--- src/rtl/uart_rx_stream.sv ---
// UART receive path: 2-flop synchroniser, oversampled frame FSM, byte-to-word packing, valid/ready output.
// Optional partial-word idle timeout is compiled in with `define UART_RX_TIMEOUT_EN (adds TIMEOUT_BITS).
module uart_rx_stream #(
    parameter int CLK_DIV        = 27,
    parameter int OVERSAMPLE     = 16,
    parameter int D_BIT          = 8,
    parameter int STOP_BITS      = 1,
    parameter int PARITY_MODE    = 0,
    parameter int BYTES_PER_WORD = 2
`ifdef UART_RX_TIMEOUT_EN
    , parameter int TIMEOUT_BITS = 4
`endif
) (
    input  logic                          clk,
    input  logic                          rst,
    input  logic                          rx,
    output logic [8*BYTES_PER_WORD-1:0]   out_data,
    output logic                          out_valid,
    input  logic                          out_ready,
    output logic                          frame_err,
    output logic                          parity_err,
    output logic                          overrun_err,
    output logic                          busy
);

    localparam int DIV_W  = (CLK_DIV > 1) ? $clog2(CLK_DIV) : 1;
    localparam int SCNT_W = $clog2(OVERSAMPLE);
    localparam int BCNT_W = $clog2(BYTES_PER_WORD + 1);
    localparam int WORD_W = 8 * BYTES_PER_WORD;

    // IDLE: wait for line low | START: confirm start at bit centre | DATA: shift bits LSB first
    // PARITY: check parity bit | STOP: check stop bit(s), then hand byte to packer
    typedef enum logic [2:0] {IDLE, START, DATA, PARITY, STOP} state_t;

    state_t             r_state, w_state_n;
    logic               r_rx_meta, r_rx_sync;
    logic [DIV_W-1:0]   r_div;
    logic               w_tick;
    logic [SCNT_W-1:0]  r_scnt, w_scnt_n;
    logic [3:0]         r_ncnt, w_ncnt_n;
    logic [D_BIT-1:0]   r_sh, w_sh_n;
    logic               r_ferr, w_ferr_n;
    logic               r_perr, w_perr_n;
    logic               r_done, w_done_n;
    logic               w_par_exp;
    logic [7:0]         w_byte;
    logic [WORD_W-1:0]  r_word, w_word_new;
    logic [BCNT_W-1:0]  r_bcnt;
    logic               w_to_fire;

    always_ff @(posedge clk or posedge rst) begin
        if (rst) begin
            r_rx_meta <= 1'b1;
            r_rx_sync <= 1'b1;
        end else begin
            r_rx_meta <= rx;
            r_rx_sync <= r_rx_meta;
        end
    end

    always_ff @(posedge clk or posedge rst) begin
        if (rst)
            r_div <= '0;
        else if (w_tick)
            r_div <= '0;
        else
            r_div <= r_div + DIV_W'(1);
    end
    assign w_tick = (r_div == DIV_W'(CLK_DIV - 1));

    assign w_par_exp = (PARITY_MODE == 2) ? ~(^r_sh) : (^r_sh);

    always_ff @(posedge clk or posedge rst) begin
        if (rst) begin
            r_state <= IDLE;
            r_scnt  <= '0;
            r_ncnt  <= '0;
            r_sh    <= '0;
            r_ferr  <= 1'b0;
            r_perr  <= 1'b0;
            r_done  <= 1'b0;
        end else begin
            r_state <= w_state_n;
            r_scnt  <= w_scnt_n;
            r_ncnt  <= w_ncnt_n;
            r_sh    <= w_sh_n;
            r_ferr  <= w_ferr_n;
            r_perr  <= w_perr_n;
            r_done  <= w_done_n;
        end
    end

    always_comb begin
        w_state_n = r_state;
        w_scnt_n  = r_scnt;
        w_ncnt_n  = r_ncnt;
        w_sh_n    = r_sh;
        w_ferr_n  = r_ferr;
        w_perr_n  = r_perr;
        w_done_n  = 1'b0;
        unique case (r_state)
            IDLE: begin
                if (!r_rx_sync) begin
                    w_state_n = START;
                    w_scnt_n  = '0;
                    w_ferr_n  = 1'b0;
                    w_perr_n  = 1'b0;
                end
            end
            START: begin
                if (w_tick) begin
                    if (r_scnt == SCNT_W'(OVERSAMPLE/2 - 1)) begin
                        w_scnt_n  = '0;
                        w_ncnt_n  = '0;
                        w_state_n = r_rx_sync ? IDLE : DATA;
                    end else begin
                        w_scnt_n = r_scnt + SCNT_W'(1);
                    end
                end
            end
            DATA: begin
                if (w_tick) begin
                    if (r_scnt == SCNT_W'(OVERSAMPLE - 1)) begin
                        w_scnt_n = '0;
                        w_sh_n   = {r_rx_sync, r_sh[D_BIT-1:1]};
                        if (r_ncnt == 4'(D_BIT - 1)) begin
                            w_ncnt_n  = '0;
                            w_state_n = (PARITY_MODE != 0) ? PARITY : STOP;
                        end else begin
                            w_ncnt_n = r_ncnt + 4'd1;
                        end
                    end else begin
                        w_scnt_n = r_scnt + SCNT_W'(1);
                    end
                end
            end
            PARITY: begin
                if (w_tick) begin
                    if (r_scnt == SCNT_W'(OVERSAMPLE - 1)) begin
                        w_scnt_n  = '0;
                        w_perr_n  = (r_rx_sync != w_par_exp);
                        w_state_n = STOP;
                    end else begin
                        w_scnt_n = r_scnt + SCNT_W'(1);
                    end
                end
            end
            STOP: begin
                if (w_tick) begin
                    if (r_scnt == SCNT_W'(OVERSAMPLE - 1)) begin
                        w_scnt_n = '0;
                        if (!r_rx_sync)
                            w_ferr_n = 1'b1;
                        if (r_ncnt == 4'(STOP_BITS - 1)) begin
                            w_ncnt_n  = '0;
                            w_state_n = IDLE;
                            w_done_n  = 1'b1;
                        end else begin
                            w_ncnt_n = r_ncnt + 4'd1;
                        end
                    end else begin
                        w_scnt_n = r_scnt + SCNT_W'(1);
                    end
                end
            end
            default: w_state_n = IDLE;
        endcase
    end

    assign busy = (r_state != IDLE);

    always_comb begin
        w_byte = '0;
        w_byte[D_BIT-1:0] = r_sh;
    end
    // Earlier bytes migrate toward the MSB as each new byte enters at the bottom.
    assign w_word_new = (r_word << 8) | WORD_W'(w_byte);

`ifdef UART_RX_TIMEOUT_EN
    localparam int TO_TICKS = TIMEOUT_BITS * OVERSAMPLE;
    localparam int TO_W     = $clog2(TO_TICKS + 1);
    logic [TO_W-1:0] r_to;

    assign w_to_fire = w_tick && (r_state == IDLE) && (r_bcnt != '0) &&
                       (r_to == TO_W'(TO_TICKS - 1));

    always_ff @(posedge clk or posedge rst) begin
        if (rst)
            r_to <= '0;
        else if (r_state != IDLE || r_bcnt == '0)
            r_to <= '0;
        else if (w_tick && !w_to_fire)
            r_to <= r_to + TO_W'(1);
    end
`else
    assign w_to_fire = 1'b0;
`endif

    always_ff @(posedge clk or posedge rst) begin
        if (rst) begin
            out_data    <= '0;
            out_valid   <= 1'b0;
            frame_err   <= 1'b0;
            parity_err  <= 1'b0;
            overrun_err <= 1'b0;
            r_word      <= '0;
            r_bcnt      <= '0;
        end else begin
            frame_err   <= 1'b0;
            parity_err  <= 1'b0;
            overrun_err <= 1'b0;
            if (out_valid && out_ready)
                out_valid <= 1'b0;
            if (r_done) begin
                if (r_ferr || r_perr) begin
                    frame_err  <= r_ferr;
                    parity_err <= r_perr;
                    r_word     <= '0;
                    r_bcnt     <= '0;
                end else if (r_bcnt == BCNT_W'(BYTES_PER_WORD - 1)) begin
                    r_word <= '0;
                    r_bcnt <= '0;
                    if (!out_valid || out_ready) begin
                        out_data  <= w_word_new;
                        out_valid <= 1'b1;
                    end else begin
                        overrun_err <= 1'b1;
                    end
                end else begin
                    r_word <= w_word_new;
                    r_bcnt <= r_bcnt + BCNT_W'(1);
                end
            end else if (w_to_fire) begin
                r_word    <= '0;
                r_bcnt    <= '0;
                frame_err <= 1'b1;
            end
        end
    end

endmodule

--- config.mk ---
export PLATFORM = sky130hd
export DESIGN_NAME = uart_rx_stream
export DESIGN_NICKNAME = d
export VERILOG_FILES = /design/src/rtl/uart_rx_stream.sv
export SDC_FILE = /design/constraint.sdc
export NUM_CORES = 1
export LEC_CHECK = 0
export CAP_MARGIN = 20
export CORE_ASPECT_RATIO = 0.7
export CORE_MARGIN = 2
export CORE_UTILIZATION = 40
export CTS_BUF_LIST = sky130_fd_sc_hd__clkbuf_8 sky130_fd_sc_hd__clkbuf_16
export DETAILED_ROUTE_END_ITERATION = 10
export SYNTH_ARGS = -nofsm -noshare
export SYNTH_HDL_FRONTEND = slang
export SYNTH_SLANG_ARGS = --single-unit
--- constraint.sdc ---
create_clock -name clk -period 4.4 [get_ports clk]
set_input_delay 0.88 -clock clk [delete_from_list [all_inputs] [get_ports clk]]
set_output_delay 0.88 -clock clk [all_outputs]
set_load 0.02 [all_outputs]
==> results of run 1 <==
## sequential cells by signal (all words and copies together), names as in the netlist, 2 cells and up
| register | flops |
|---|---|
| r_word | 8 |
| out_data | 16 |
| r_bcnt | 2 |
| r_div | 5 |
| r_sh | 8 |
| r_scnt | 4 |
| r_state | 3 |
| r_ncnt | 4 |
## per-layer routing
| metal | GRT usage | share of wire | vias up |
|---|---|---|---|
| met5 | 0 | 0 | - |
| li1 | - | - | 874 |
| met3 | 0.0565 | 0.047 | 6 |
| met4 | 0.0607 | 0.0069 | 0 |
| met2 | 0.174 | 0.38 | 37 |
| met1 | 0.245 | 0.57 | 847 |
## power by group through the flow
stage / Clock [mW] / Sequential, mW / Combinational (mW)
2_1_floorplan: 0 / 0.555 / 0.0103
3_3_place_gp: 0 / 0.555 / 0.0172
3_5_place_dp: 0 / 0.555 / 0.0172
4_1_cts: 0.547 / 0.545 / 0.0172
5_1_grt: 0.568 / 0.545 / 0.0214
6_report: 0.534 / 0.545 / 0.0183
## stage by stage
stage | total power, mW | cell area (um^2)
finish | 1.10 | 3270
global route | 1.13 | 3270
detailed placement | 0.573 | 3040
CTS | 1.11 | 3250
floorplan | 0.565 | 2710
global placement | 0.573 | 3040
## critical path: cells and delay by family (launching register included)
| kind | cells | cell delay, ps |
|---|---|---|
| AND/OR/NAND/NOR | 1 | 480 |
| buffers and inverters | 1 | 570 |
| flip-flops | 1 | 520 |
## synth_stat cells (2+ instances only)
cell / count
nand2b_1: 5
a32o_1: 2
ha_1: 5
nand2_1: 11
mux2_2: 24
nand3_1: 7
a21oi_1: 5
inv_1: 10
nor2_1: 14
and2_1: 5
nand4_1: 2
a22o_1: 9
nor3b_1: 3
o221ai_1: 2
xnor2_1: 5
xor2_1: 3
buf_2: 4
o211ai_1: 2
dfstp_2: 2
mux2i_1: 3
or3_1: 3
o21ai_0: 8
dfrtp_1: 57
## final timing paths
check	from	end	slack (ps)	depth (start not counted)
max	r_state[0]	busy	1620	2
min	r_rx_meta	r_rx_sync	360	0
max reg2reg	r_div[0]	r_sh[3]	2460	6
min reg2reg	r_rx_meta	r_rx_sync	360	0
max in group asynchronous	rst	r_rx_meta	3210	3
min in group asynchronous	rst	r_ncnt[0]	730	2
## kinds of logic after synthesis
group	count (synthesis)	synth area share
AOI/OAI and AO/OA	39	0.107
xor gates and xnor gates	9	0.0341
adders and majority gates	5	0.0231
buffers and inverters	18	0.0309
DFF	59	0.545
muxes	27	0.111
and+or+nand+nor	68	0.149
## cell type report
class | count | area share
repair buffers | 26 | 0.0819
multi-input cells | 148 | 0.352
well taps | 94 | 0.0360
clock buffers | 9 | 0.0379
inverters | 11 | 0.0126
flip-flops and latches | 59 | 0.452
clock inverters | 7 | 0.0279
==> summary.json, run 1 <==
{
  "run_status": {
    "status": "finished, final reports clean"
  },
  "clocking": {
    "post-cts-setup-buffer-count": 0,
    "cts.clk_slew.worst_paths_ps": 60,
    "cts_hold_buffers": 0,
    "tritoncts": "built",
    "cts_num_sinks": 59,
    "cts.repair.resized": 0,
    "cts-root-to-sink-buffers": 2,
    "cts_root_buffer": "clkbuf_8",
    "htreeDepth": 3,
    "numCtsBuffers": 9,
    "insertion_delay_to_the_later_sink_of_the_worst_skew_pair_ps": 330
  },
  "setup_path": {
    "path_max_fanout": 16,
    "setup.worst_path.end_class": "output port",
    "crit_required_ps": 3520,
    "start_kind": "register",
    "worst-endpoint-arrival_ps": 1900,
    "slowest_stage": "clkdlybuf4s50_1",
    "cells_traversed_along_the_worst_timing_path": "or3_1 -> clkdlybuf4s50_1",
    "worst-setup-path-type": "reg2out",
    "largest_stage_delay_worst_path_ps": 570
  },
  "placed_design": {
    "pre_cts_slack_ps": 1770,
    "post-place-cells": 337,
    "io_buffers": 24,
    "gp_congestion": 0.746,
    "post-dp-hpwl_um": 3520
  },
  "final_layout": {
    "design.final.nets": 264,
    "commonest_cells_after_routing_fill_and_taps_aside": "dfrtp_1 (57), mux2_2 (24), clkdlybuf4s50_1 (24)",
    "syn_to_final_growth_pct": 20.6,
    "ff_latch_area_mm2": 0.00148,
    "instances_no_fill": 354,
    "antenna-diode-count": 0,
    "nFillCells": 615,
    "post_route_cells_drive_above_1_share": 0.204,
    "multi_input_comb_area_mm2": 0.00115,
    "final_core_util": 0.491,
    "most_common_library_cell_in_the_layout_ignoring_fill_and_taps": "dfrtp_1"
  },
  "logic_synthesis": {
    "synth_fp_nets": 234,
    "synthDominantCellAreaShare": 0.526,
    "yosysSeqAreaShare": 0.545,
    "syn-cell-area_mm2": 0.00271,
    "synth_cells": 225,
    "synth-seq-cells": 59,
    "synth.avg_cell_area_um2": 12.1,
    "async_reset_ff_frac": 1.00,
    "yosys-top-cells-area": "dfrtp_1 (53%), mux2_2 (10%), a22o_1 (2.9%)",
    "synthFlopType": "dfrtp_1",
    "synthDistinctLibCells": 57,
    "yosys.area.top_type": "dfrtp_1",
    "number_of_warnings_printed_during_yosys_synthesis": 0,
    "number_of_synthesized_flops_with_an_enable_pin": 0
  },
  "power_and_ir_drop": {
    "power.combinational.fraction": 0.017,
    "clockPowerShare": 0.486,
    "p_int_mw": 0.868,
    "seq_power_share": 0.497,
    "p_per_area_mw_per_mm2": 335,
    "switching_share": 0.209,
    "ir_worst_vdd_mv": 0.189,
    "switching_power_mw": 0.229,
    "leakage_nw": 1.50
  },
  "timing": {
    "setup_viol_count_final": 0,
    "setup_total_negative_slack_ps": 0,
    "slew_viols_final": 0,
    "layout_setup_ws_ps": 1620,
    "final.setup_skew_ps": 4.43,
    "relSlewSlack": 0.524,
    "timing.final.crit_period_ps": 2780,
    "rsz0062_at_grt": "no",
    "tightest_slew_ps": 709,
    "fmax_ghz": 0.359,
    "timing_hold_violations_final": 0,
    "finalCritPeriodShare": 0.632,
    "final.hold.worst_slack_ps": 356
  },
  "die": {
    "floorplan.die_area_mm2": 0.00747,
    "floorplan.die.width_um": 102,
    "core.rowCount": 25,
    "die_height_um": 72.9,
    "pin_count": 25,
    "coreArea_mm2": 0.00666,
    "starting_density_of_the_core": 0.407
  },
  "detailed_routing": {
    "drc": 0,
    "drt_iter0_drc": 77,
    "ant_nets": 0,
    "wl_per_cell_um": 14.0,
    "avgViaCountPerCell": 4.98,
    "drt_first_pass_iters": 4,
    "via_count": 1764,
    "routed_wire_length_um": 4960
  },
  "job": {
    "cap_violations": 0
  },
  "global_routing": {
    "globalRouteOverflowTotal": 0,
    "groute.usage.overall": 0.151,
    "grt_start_max_net_pins": 48,
    "grt_pass1_wl_um": 8450,
    "grt_pass1_vias": 1653,
    "grt_antenna_before_repair": 0
  },
  "min_path": {
    "worstHoldPathType": "reg2reg"
  }
}
No activity file was read; power rests on OpenSTA's default activity.
==> run 2: changes to the inputs <==
==> constraint.sdc (replaced) <==
create_clock -name clk -period 2.4 [get_ports clk]
set_input_delay 0.48 -clock clk [delete_from_list [all_inputs] [get_ports clk]]
set_output_delay 0.48 -clock clk [all_outputs]
set_load 0.02 [all_outputs]
==> run 2 against run 1 <==
Against the previous run:
- global-route usage increased by 0.081 points
- register-to-register slack got worse by 1900 ps
- sequential power increased by 83%
- highest routed layer unchanged
- critical endpoint unchanged
- cell count increased by 0.28%
==> summary.json, run 2 (synthesis gave the netlist of run 1 again) <==
{
  "run_status": {
    "status": "finished, final reports clean"
  },
  "clocking": {
    "cts-root-to-sink-buffers": {"value": 2, "change": "unchanged"},
    "post-cts-setup-buffer-count": {"value": 0, "change": "unchanged"},
    "insertion_delay_to_the_later_sink_of_the_worst_skew_pair": {"value": 340, "unit": "ps", "change": "about the same"},
    "cts_num_sinks": {"value": 59, "change": "unchanged"},
    "numCtsBuffers": {"value": 9, "change": "unchanged"},
    "cts_hold_buffers": {"value": 0, "change": "unchanged"},
    "cts.clk_slew.worst_paths": {"value": 60, "unit": "ps", "change": "about the same"},
    "tritoncts": "built",
    "cts.repair.resized": {"value": 0, "change": "unchanged"},
    "cts_root_buffer": "clkbuf_8",
    "htreeDepth": {"value": 3, "change": "unchanged"}
  },
  "final_layout": {
    "nFillCells": {"value": 602, "change": "-2.1%"},
    "antenna-diode-count": {"value": 0, "change": "unchanged"},
    "multi_input_comb_area": {"value": 0.00115, "unit": "mm^2", "change": "unchanged"},
    "design_area": {"value": 0.00326, "unit": "mm^2", "change": "-0.34%"},
    "post_route_cells_drive_above_1_share": {"value": 0.211, "change": "+0.00688"},
    "registers.top_by_ff_count": "out_data",
    "syn_to_final_growth_pct": 20.2,
    "design.final.nets": {"value": 265, "change": "+0.38%"},
    "ff_latch_area": {"value": 0.00148, "unit": "mm^2", "change": "about the same"},
    "most_common_library_cell_in_the_layout_ignoring_fill_and_taps": "dfrtp_1",
    "commonest_cells_after_routing_fill_and_taps_aside": "dfrtp_1 (56), mux2_2 (24), clkdlybuf4s50_1 (23)",
    "reg.largest.list": "out_data (16), r_sh (8), r_word (8)",
    "largest_reg_flops": {"value": 16, "change": "unchanged"}
  },
  "setup_path": {
    "start_kind": "register",
    "worst-endpoint-arrival": {"value": 1510, "unit": "ps", "change": "-390 ps"},
    "worst-setup-path-type": "reg2out",
    "path_max_fanout": {"value": 14, "change": "-2"},
    "crit_required": {"value": 1920, "unit": "ps", "change": "-1600 ps"},
    "setup.worst_path.end_class": "output port",
    "worst-r2r-setup-slack": {"value": 580, "unit": "ps", "change": "-1880 ps"}
  },
  "global_routing": {
    "globalRouteOverflowTotal": {"value": 0, "change": "unchanged"},
    "grt_pass1_vias": {"value": 1677, "change": "+1.5%"},
    "groute.usage.overall": {"value": 0.152, "change": "+0.000805"},
    "grt_antenna_before_repair": {"value": 0, "change": "unchanged"},
    "grt_pass1_wl": {"value": 8440, "unit": "um", "change": "-0.17%"},
    "grt_start_max_net_pins": {"value": 47, "change": "-2.1%"}
  },
  "timing": {
    "setup_viol_count_final": {"value": 0, "change": "unchanged"},
    "setup_total_negative_slack": {"value": 0, "unit": "ps", "change": "unchanged"},
    "finalCritPeriodShare": 0.831,
    "rsz0062_at_grt": "no",
    "relSlewSlack": {"value": 0.494, "change": "-0.0300"},
    "fmax_ghz": 0.502,
    "final.setup_skew": {"value": 5.63, "unit": "ps", "change": "+1.21 ps"},
    "slew_viols_final": {"value": 0, "change": "unchanged"},
    "timing_hold_violations_final": {"value": 0, "change": "unchanged"},
    "tightest_slew": {"value": 753, "unit": "ps", "change": "+44.6 ps"},
    "timing.final.crit_period_ps": 1990
  },
  "job": {
    "cap_violations": {"value": 0, "change": "unchanged"}
  },
  "die": {
    "die_height": {"value": 72.9, "unit": "um", "change": "unchanged"},
    "floorplan.die.width": {"value": 102, "unit": "um", "change": "unchanged"},
    "pin_count": {"value": 25, "change": "unchanged"},
    "coreArea": {"value": 0.00666, "unit": "mm^2", "change": "unchanged"},
    "floorplan.die_area": {"value": 0.00747, "unit": "mm^2", "change": "unchanged"},
    "core.rowCount": {"value": 25, "change": "unchanged"},
    "starting_density_of_the_core": {"value": 0.407, "change": "unchanged"}
  },
  "power_and_ir_drop": {
    "ir_worst_vdd": {"value": 0.295, "unit": "mV", "change": "+56%"},
    "leakage": {"value": 1.49, "unit": "nW", "change": "-0.78%"},
    "p_per_area": {"value": 585, "unit": "mW/mm^2", "change": "+74%"}
  },
  "detailed_routing": {
    "dr_wl_met2": {"value": 1970, "unit": "um", "change": "+4.7%"},
    "met1Wirelength": {"value": 2730, "unit": "um", "change": "-2.8%"},
    "drt_first_pass_iters": {"value": 4, "change": "unchanged"},
    "via_count": {"value": 1793, "change": "+1.6%"},
    "ant_nets": {"value": 0, "change": "unchanged"},
    "avgViaCountPerCell": {"value": 5.05, "change": "+1.4%"},
    "wl_per_cell": {"value": 14.1, "unit": "um", "change": "+0.80%"},
    "routed_wire_length": {"value": 5010, "unit": "um", "change": "+1.1%"},
    "drt_iter0_drc": {"value": 105, "change": "+36%"},
    "dr.max_layer_used": "met4",
    "drc": {"value": 0, "change": "unchanged"},
    "met3WireLength": {"value": 251, "unit": "um", "change": "+8.7%"}
  },
  "placed_design": {
    "io_buffers": {"value": 24, "change": "unchanged"},
    "post-dp-hpwl": {"value": 3480, "unit": "um", "change": "-0.95%"},
    "gp_congestion": {"value": 0.795, "change": "+6.5%"},
    "post_dp_cell_area": {"value": 0.00306, "unit": "mm^2", "change": "+0.91%"}
  },
  "min_path": {
    "worstHoldPathType": "reg2reg"
  }
}
## run 2: metal layers
metal,GRT usage,vias up
met5,0,-
met4,0.0622,0
li1,-,871
met3,0.0575,9
met2,0.189,38
met1,0.233,875
## run 2: per-stage QoR
| stage | power, mW | std cells | setup slack (ps) | utilization | hold slack (ps) |
|---|---|---|---|---|---|
| after floorplan | 1.04 | 225 | 467 | - | 345 |
| after global placement | 1.05 | 339 | 261 | 0.460 | 347 |
| after detailed placement | 1.05 | 339 | 225 | 0.460 | 350 |
| after CTS | 1.94 | 355 | 6.32 | 0.489 | 360 |
| after global routing | 1.99 | 355 | 323 | 0.489 | 363 |
| final | 1.91 | 355 | 407 | 0.489 | 357 |
## run 2: path summary, 6_finish.rpt
path / from / endpoint / cells past startpoint
min reg2reg: r_rx_meta / r_rx_sync / 0
max in group asynchronous: rst / r_rx_meta / 3
max reg2reg: r_state[2] / r_scnt[3] / 4
max: r_state[1] / busy / 2
min: r_rx_meta / r_rx_sync / 0
min in group asynchronous: rst / r_scnt[0] / 2
## run 2: cell type report
cell class,instances,area share
Inverter,11,0.0127
Sequential cell,59,0.454
Multi-Input combinational cell,148,0.353
Clock inverter,7,0.0211
Clock buffer,9,0.0380
Tap cell,94,0.0361
Timing Repair Buffer,27,0.0852
## run 2: power by group
part	total, mW	switching [mW]	internal (mW)
clock network	0.873	0.399	0.474
logic	0.0323	0.0213	0.0110
registers	1.00	0.00228	0.997
total	1.91	0.422	1.48
## run 2: critical path: stages, from the launching register on
cell and delay (ps):
dfrtp_2 490, or3_1 460, dlymetal6s2s_1 230
